==> config.mk <==
export PLATFORM = sky130hd
export DESIGN_NAME = jtag_tap_multi_dr
export DESIGN_NICKNAME = d
export VERILOG_FILES = /design/src/rtl/jtag_pkg.sv /design/src/rtl/jtag_tap_multi_dr_fsm.sv /design/src/rtl/jtag_tap_multi_dr.sv
export SDC_FILE = /design/constraint.sdc
export NUM_CORES = 1
export LEC_CHECK = 0
export BUFFER_PORTS_ARGS = -buffer_cell sky130_fd_sc_hd__buf_4
export CAP_MARGIN = 10
export CORE_MARGIN = 2
export CORE_UTILIZATION = 49
export CTS_CLUSTER_SIZE = 25
export DETAILED_ROUTE_END_ITERATION = 16
export PLACE_DENSITY = 0.7
export SKIP_CTS_REPAIR_TIMING = 1
export SYNTH_ARGS = -nofsm -noshare
export SYNTH_HDL_FRONTEND = slang
export SYNTH_SLANG_ARGS = --single-unit
==> constraint.sdc <==
create_clock -name tck -period 2.7 [get_ports tck]
set_clock_uncertainty 0.15 [all_clocks]
set_input_delay 0.135 -clock tck [delete_from_list [all_inputs] [get_ports tck]]
set_output_delay 0.135 -clock tck [all_outputs]
set_load 0.05 [all_outputs]
==> src/rtl/jtag_pkg.sv <==
// jtag_pkg: shared TAP state encoding, instruction codes and capture pattern.
package jtag_pkg;
    typedef enum logic [3:0] {
        TEST_LOGIC_RESET, RUN_TEST_IDLE,
        SELECT_DR_SCAN, CAPTURE_DR, SHIFT_DR, EXIT1_DR, PAUSE_DR, EXIT2_DR, UPDATE_DR,
        SELECT_IR_SCAN, CAPTURE_IR, SHIFT_IR, EXIT1_IR, PAUSE_IR, EXIT2_IR, UPDATE_IR
    } tap_ctrl_fsm_t;

    localparam int IR_IDCODE = 1;
    localparam logic [1:0] IR_CAPTURE_PAT = 2'b01;

    function automatic int ir_user(input int k, input int w);
        return (2 + k) & ((1 << w) - 1);
    endfunction
endpackage

==> src/rtl/jtag_tap_multi_dr_fsm.sv <==
// tap_ctrl_fsm: the 16-state IEEE 1149.1 TAP controller, advancing on rising tck.
module tap_ctrl_fsm
    import jtag_pkg::*;
(
    input  logic          tck,
    input  logic          trstn,
    input  logic          tms,
    output tap_ctrl_fsm_t state_q,
    output tap_ctrl_fsm_t state_d
);
    always_comb begin
        state_d = state_q;
        case (state_q)
            TEST_LOGIC_RESET: state_d = tms ? TEST_LOGIC_RESET : RUN_TEST_IDLE;
            RUN_TEST_IDLE:    state_d = tms ? SELECT_DR_SCAN   : RUN_TEST_IDLE;
            SELECT_DR_SCAN:   state_d = tms ? SELECT_IR_SCAN   : CAPTURE_DR;
            CAPTURE_DR:       state_d = tms ? EXIT1_DR         : SHIFT_DR;
            SHIFT_DR:         state_d = tms ? EXIT1_DR         : SHIFT_DR;
            EXIT1_DR:         state_d = tms ? UPDATE_DR        : PAUSE_DR;
            PAUSE_DR:         state_d = tms ? EXIT2_DR         : PAUSE_DR;
            EXIT2_DR:         state_d = tms ? UPDATE_DR        : SHIFT_DR;
            UPDATE_DR:        state_d = tms ? SELECT_DR_SCAN   : RUN_TEST_IDLE;
            SELECT_IR_SCAN:   state_d = tms ? TEST_LOGIC_RESET : CAPTURE_IR;
            CAPTURE_IR:       state_d = tms ? EXIT1_IR         : SHIFT_IR;
            SHIFT_IR:         state_d = tms ? EXIT1_IR         : SHIFT_IR;
            EXIT1_IR:         state_d = tms ? UPDATE_IR        : PAUSE_IR;
            PAUSE_IR:         state_d = tms ? EXIT2_IR         : PAUSE_IR;
            EXIT2_IR:         state_d = tms ? UPDATE_IR        : SHIFT_IR;
            UPDATE_IR:        state_d = tms ? SELECT_DR_SCAN   : RUN_TEST_IDLE;
        endcase
    end

    always_ff @(posedge tck or negedge trstn)
        if (!trstn) state_q <= TEST_LOGIC_RESET;
        else        state_q <= state_d;
endmodule

==> src/rtl/jtag_tap_multi_dr.sv <==
// jtag_tap_multi_dr: 1149.1 TAP with IDCODE, BYPASS and NUM_USER_DR user data registers.
// tdo/tdo_en are retimed to falling tck so the host samples them on the next rising edge.
module jtag_tap_multi_dr
    import jtag_pkg::*;
#(
    parameter int          IR_WIDTH    = 4,
    parameter int          NUM_USER_DR = 2,
    parameter int          DR_WIDTH    = 32,
    parameter logic [31:0] IDCODE_VAL  = 32'h10F
) (
    input  logic                            tck,
    input  logic                            trstn,
    input  logic                            tms,
    input  logic                            tdi,
    output logic                            tdo,
    output logic                            tdo_en,
    output tap_ctrl_fsm_t                   tap_state,
    output logic [IR_WIDTH-1:0]             ir_q,
    input  logic [NUM_USER_DR*DR_WIDTH-1:0] dr_capture_val,
    output logic [NUM_USER_DR*DR_WIDTH-1:0] dr_update_val,
    output logic [NUM_USER_DR-1:0]          dr_update_pulse
);
    tap_ctrl_fsm_t state_next;
    logic [IR_WIDTH-1:0] ir_sr_q, ir_sr_d, ir_d;
    logic [31:0] id_sr_q, id_sr_d;
    logic byp_q, byp_d, tdo_d, tdo_en_d, id_sel, dr_lsb;
    logic cap_dr, shift_dr;
    logic [NUM_USER_DR-1:0] user_sel, user_lsb;

    tap_ctrl_fsm u_fsm (
        .tck     (tck),
        .trstn   (trstn),
        .tms     (tms),
        .state_q (tap_state),
        .state_d (state_next)
    );

    assign cap_dr   = tap_state == CAPTURE_DR;
    assign shift_dr = tap_state == SHIFT_DR;
    assign id_sel   = ir_q == IR_WIDTH'(IR_IDCODE);

    // Registers update on the edge entering Update-*, so values are valid while the strobe is high.
    for (genvar k = 0; k < NUM_USER_DR; k++) begin : g_user
        logic [DR_WIDTH-1:0] sr_q, sr_d, upd_q, upd_d;
        assign user_sel[k]        = ir_q == IR_WIDTH'(ir_user(k, IR_WIDTH));
        assign user_lsb[k]        = user_sel[k] & sr_q[0];
        assign dr_update_pulse[k] = user_sel[k] && tap_state == UPDATE_DR;
        assign dr_update_val[k*DR_WIDTH +: DR_WIDTH] = upd_q;
        always_comb begin
            sr_d  = !user_sel[k] ? sr_q :
                    cap_dr       ? dr_capture_val[k*DR_WIDTH +: DR_WIDTH] :
                    shift_dr     ? {tdi, sr_q[DR_WIDTH-1:1]} : sr_q;
            upd_d = (user_sel[k] && state_next == UPDATE_DR) ? sr_q : upd_q;
        end
        always_ff @(posedge tck or negedge trstn)
            if (!trstn) begin
                sr_q  <= '0;
                upd_q <= '0;
            end else begin
                sr_q  <= sr_d;
                upd_q <= upd_d;
            end
    end

    always_comb begin
        ir_sr_d  = tap_state == CAPTURE_IR ? IR_WIDTH'(IR_CAPTURE_PAT) :
                   tap_state == SHIFT_IR   ? {tdi, ir_sr_q[IR_WIDTH-1:1]} : ir_sr_q;
        ir_d     = state_next == TEST_LOGIC_RESET ? IR_WIDTH'(IR_IDCODE) :
                   state_next == UPDATE_IR        ? ir_sr_q : ir_q;
        id_sr_d  = !id_sel  ? id_sr_q :
                   cap_dr   ? IDCODE_VAL :
                   shift_dr ? {tdi, id_sr_q[31:1]} : id_sr_q;
        byp_d    = (id_sel || |user_sel) ? byp_q : cap_dr ? 1'b0 : shift_dr ? tdi : byp_q;
        dr_lsb   = id_sel ? id_sr_q[0] : |user_sel ? |user_lsb : byp_q;
        tdo_en_d = tap_state == SHIFT_IR || shift_dr;
        tdo_d    = tap_state == SHIFT_IR ? ir_sr_q[0] : shift_dr ? dr_lsb : 1'b0;
    end

    always_ff @(posedge tck or negedge trstn)
        if (!trstn) begin
            ir_sr_q <= '0;
            ir_q    <= IR_WIDTH'(IR_IDCODE);
            id_sr_q <= '0;
            byp_q   <= 1'b0;
        end else begin
            ir_sr_q <= ir_sr_d;
            ir_q    <= ir_d;
            id_sr_q <= id_sr_d;
            byp_q   <= byp_d;
        end

    always_ff @(negedge tck or negedge trstn)
        if (!trstn) begin
            tdo    <= 1'b0;
            tdo_en <= 1'b0;
        end else begin
            tdo    <= tdo_d;
            tdo_en <= tdo_en_d;
        end
endmodule

# Word level (Yosys, flattened, before mapping)
# Cells that the tools add are included.
# classes
muxes	29
n_bitwise	3
n_eq_ne	20
reduce_logical	20
# op_table
op	count
two-way mux 32 bit	6
one-hot mux 4 bit (12 select lines)	1
== test 4 bit, second input constant	10
two-way mux 4 bit	8
== test 4 x 2 -> 1 bit, second input constant	4
== test 4 x 3 -> 1 bit, second input constant	4
two-way mux 1 bit	9
== test 4 x 1 -> 1 bit, second input constant	2
zero test 4 bit	2
AND reduction 2 bit	4
OR reduction 2 bit	4
two-way mux 2 bit	3
two-way mux 3 bit	2
nonzero test 2 bit	3
logical AND 1 bit	4
OR reduction 3 bit	1
AND 1 bit	2
logical OR 1 bit	2
NOT 1 bit	1
# word_totals
output_inout_bits	76
elab_cells	83
register_bits	175

# Depth between registers and ports, before layout
# logic_depth
ltp_word	7
ltp_mapped	8

# Cells and area by module
# Synthesis repeated with hierarchy kept, for this count alone.
# hier_totals
hier_cells	568
hier_area_um2	7976.4
# modules_own_cells
mod	area_each_um2	n_inst	cells_each	seq_area_each_um2
jtag_tap_multi_dr	7662.3	1	531	4280.4
tap_ctrl_fsm	314.1	1	37	100.1

==> qor.yml <==
status: "finished with violations"
violations: "setup timing"
cts.htree.levels: 4
path_cells: "or4b_4 -> o21ba_2 -> o31a_1 -> a41o_1"
fin_cells: 1136
timing_worst_setup_path_type: "flip-flop to flip-flop"
port_buffers: 143
nFillCells: 1128
via_per_inst: 5.307
clk_pin_slew_worst_paths_ns: 0.06
grt_pass1_wl_mm: 28.31
grt_overflow: 0
drtPass1Iterations: 6
power.density_nw_per_um2: 875.0
synth-edff-count: 0
ys.flop_type: "dfrtp_1"
die_h_um: 127.4
grt_max_degree: 166
cts_tree: "done"
grt_pass1_vias: 5710
grt.total_usage_pct: 21.90
clkLatencyLatePin_ns: 0.41
end_kind: "flip-flop"
yosysTopAreaCell: "dfrtp_1"
dp_hpwl_mm: 11.50
synth_cells: 732
worstPathArrival_ns: 1.91
die_w_um: 127.4
rsz0062_at_grt: "true"
power_leakage_nw: 4.937
nets: 1004
drive_gt1_share_pct: 29.22
yosysUniqueCellTypes: 46
num_vias: 6029
fin_ws_ns: -0.4693
postSynth.asyncResetShare_pct: 100.0
dp_slack_ns: -0.4688
rows: 45
dr.first_iter.drc_count: 411
critPathSlowestCell: "dfstp_2"
synth_seq_area_share_pct: 58.66
slowest_delay_ns: 0.53
layout_commonest_cell: "nand2_1"
finalMaxSlewViolations: 0
synth_top_area_share_pct: 57.64
cpLargestDelayFamily: "flip-flops"
wl_per_cell_um: 15.77
hold_slack_ns: 0.01836
crit_path_start_kind: "flip-flop"
cts.sinks: 175
initial_utilization_pct: 49.67
die_area_um2: 16240
cap_violations: 0
ios: 144
netlist_area_um2: 7467
hold_viol: 0
setup-violations-final: 1
gp_congestion: 0.8209
n_antenna_cell: 0
path_max_fanout: 2
slew_headroom_pct: 37.57
hold_class: "primary input to asynchronous set/reset pin"
worstMarginPinSlew_ns: 0.9365
antenna_found_initial: 0
routed_wl_mm: 17.92
yosysWarnings: 0
postRouteAntennaNets: 0
cp_num_buf_inv: 0
cts.path.max_buffers: 2
core_area_um2: 15030
clock-root-buffer: "clkbuf_16"
cts_made_buffers: 17
synth_seq_cells: 175
ir_drop_mv: 0.5023
dpl.cell_count: 1038
synthTopCellsByArea: "dfrtp_1 58%, nand2_1 9.8%, mux2_2 9.0%, a31oi_1 5.2%, nor2_1 3.9%"
utilization_pct: 67.19
syn_area_per_cell_um2: 10.20
syn_to_final_growth_pct: 35.27
drc: 0
final_cell_mix: "195 x nand2_1, 168 x dfrtp_1, 163 x buf_4"
worstPathRequired_ns: 1.44
syn_nets: 800
[flip-flops by register name, indices dropped and copies added, names as in the netlist]
| register | flops |
|---|---|
| g_user.sr_q | 64 |
| g_user.upd_q | 64 |
| id_sr_q | 32 |
| ir_q | 4 |
| ir_sr_q | 4 |
| u_fsm.state_q | 4 |
| byp_q | 1 |
| tdo | 1 |
| tdo_en | 1 |
[cell usage after synthesis, drive strengths merged (2+ instances only)]
| cell type | n |
|---|---|
| nand2 | 195 |
| dfrtp | 172 |
| nor2 | 78 |
| mux2 | 65 |
| a31oi | 62 |
| o21ai | 41 |
| buf | 29 |
| clkbuf | 24 |
| a21oi | 12 |
| inv | 6 |
| nor3 | 5 |
| nor2b | 4 |
| a211oi | 3 |
| mux2i | 3 |
| nand3 | 3 |
| or4b | 3 |
| a211o | 2 |
| dfrtn | 2 |
| nand2b | 2 |
| nand4bb | 2 |
| nor4 | 2 |
[routing by layer]
metal | global-route usage, % | vias up | part of all wire [%]
li1 | - | 2879 | -
met2 | 35.77 | 159 | 51
met4 | 7.628 | 0 | 1.9
met5 | 0 | - | 0
met3 | 4.439 | 29 | 4.2
met1 | 29.38 | 2962 | 43
[worst paths after layout]
path | startpoint | end | slack [ns] | depth (start not counted)
setup / recovery | ir_q[0] | tdo | -0.47 | 4
hold / removal | trstn | ir_sr_q[0] | 0.02 | 2
setup reg to reg | ir_q[0] | tdo | -0.47 | 4
hold reg to reg | id_sr_q[27] | id_sr_q[27] | 0.33 | 2
max in group asynchronous | trstn | tdo_en | 0.95 | 2
min in group tck | id_sr_q[27] | id_sr_q[27] | 0.33 | 2
[power breakdown]
group	switching [mW]	leakage, nW	internal (mW)
sequential	0.240	2.08	3.05
clock	0.935	0.284	1.42
combinational	2.08	2.58	1.12
[cell type report]
| cell class | count | area, um^2 | area share [%] |
|---|---|---|---|
| Tap cell | 188 | 235.2 | 2.329 |
| Clock inverter | 7 | 85.08 | 0.8423 |
| Sequential cell | 175 | 4385 | 43.42 |
| Inverter | 6 | 22.52 | 0.2230 |
| Clock buffer | 24 | 481.7 | 4.769 |
| Timing Repair Buffer | 238 | 2046 | 20.25 |
| Multi-Input combinational cell | 498 | 2845 | 28.17 |
[through the flow]
step | power (mW) | setup TNS (ns) | area, um^2
2_1_floorplan | 5.423 | -0.6914 | 7507
3_3_place_gp | 6.324 | -0.4315 | 8860
3_5_place_dp | 6.422 | -0.4688 | 8860
4_1_cts | 8.798 | -0.5113 | 9427
5_1_grt | 9.331 | -0.5143 | 10100
6_report | 8.839 | -0.4693 | 10100
[cells by family after synthesis]
logic type | count (synthesis) | synth area share [%]
flip-flops | 175 | 58.66
buffers and inverters | 59 | 4.038
multiplexers | 68 | 10.20
AO/OA/AOI/OAI | 129 | 10.67
XOR/XNOR | 2 | 0.2346
AND/OR/NAND/NOR | 299 | 16.19
No activity file was read; power rests on OpenSTA's default activity.
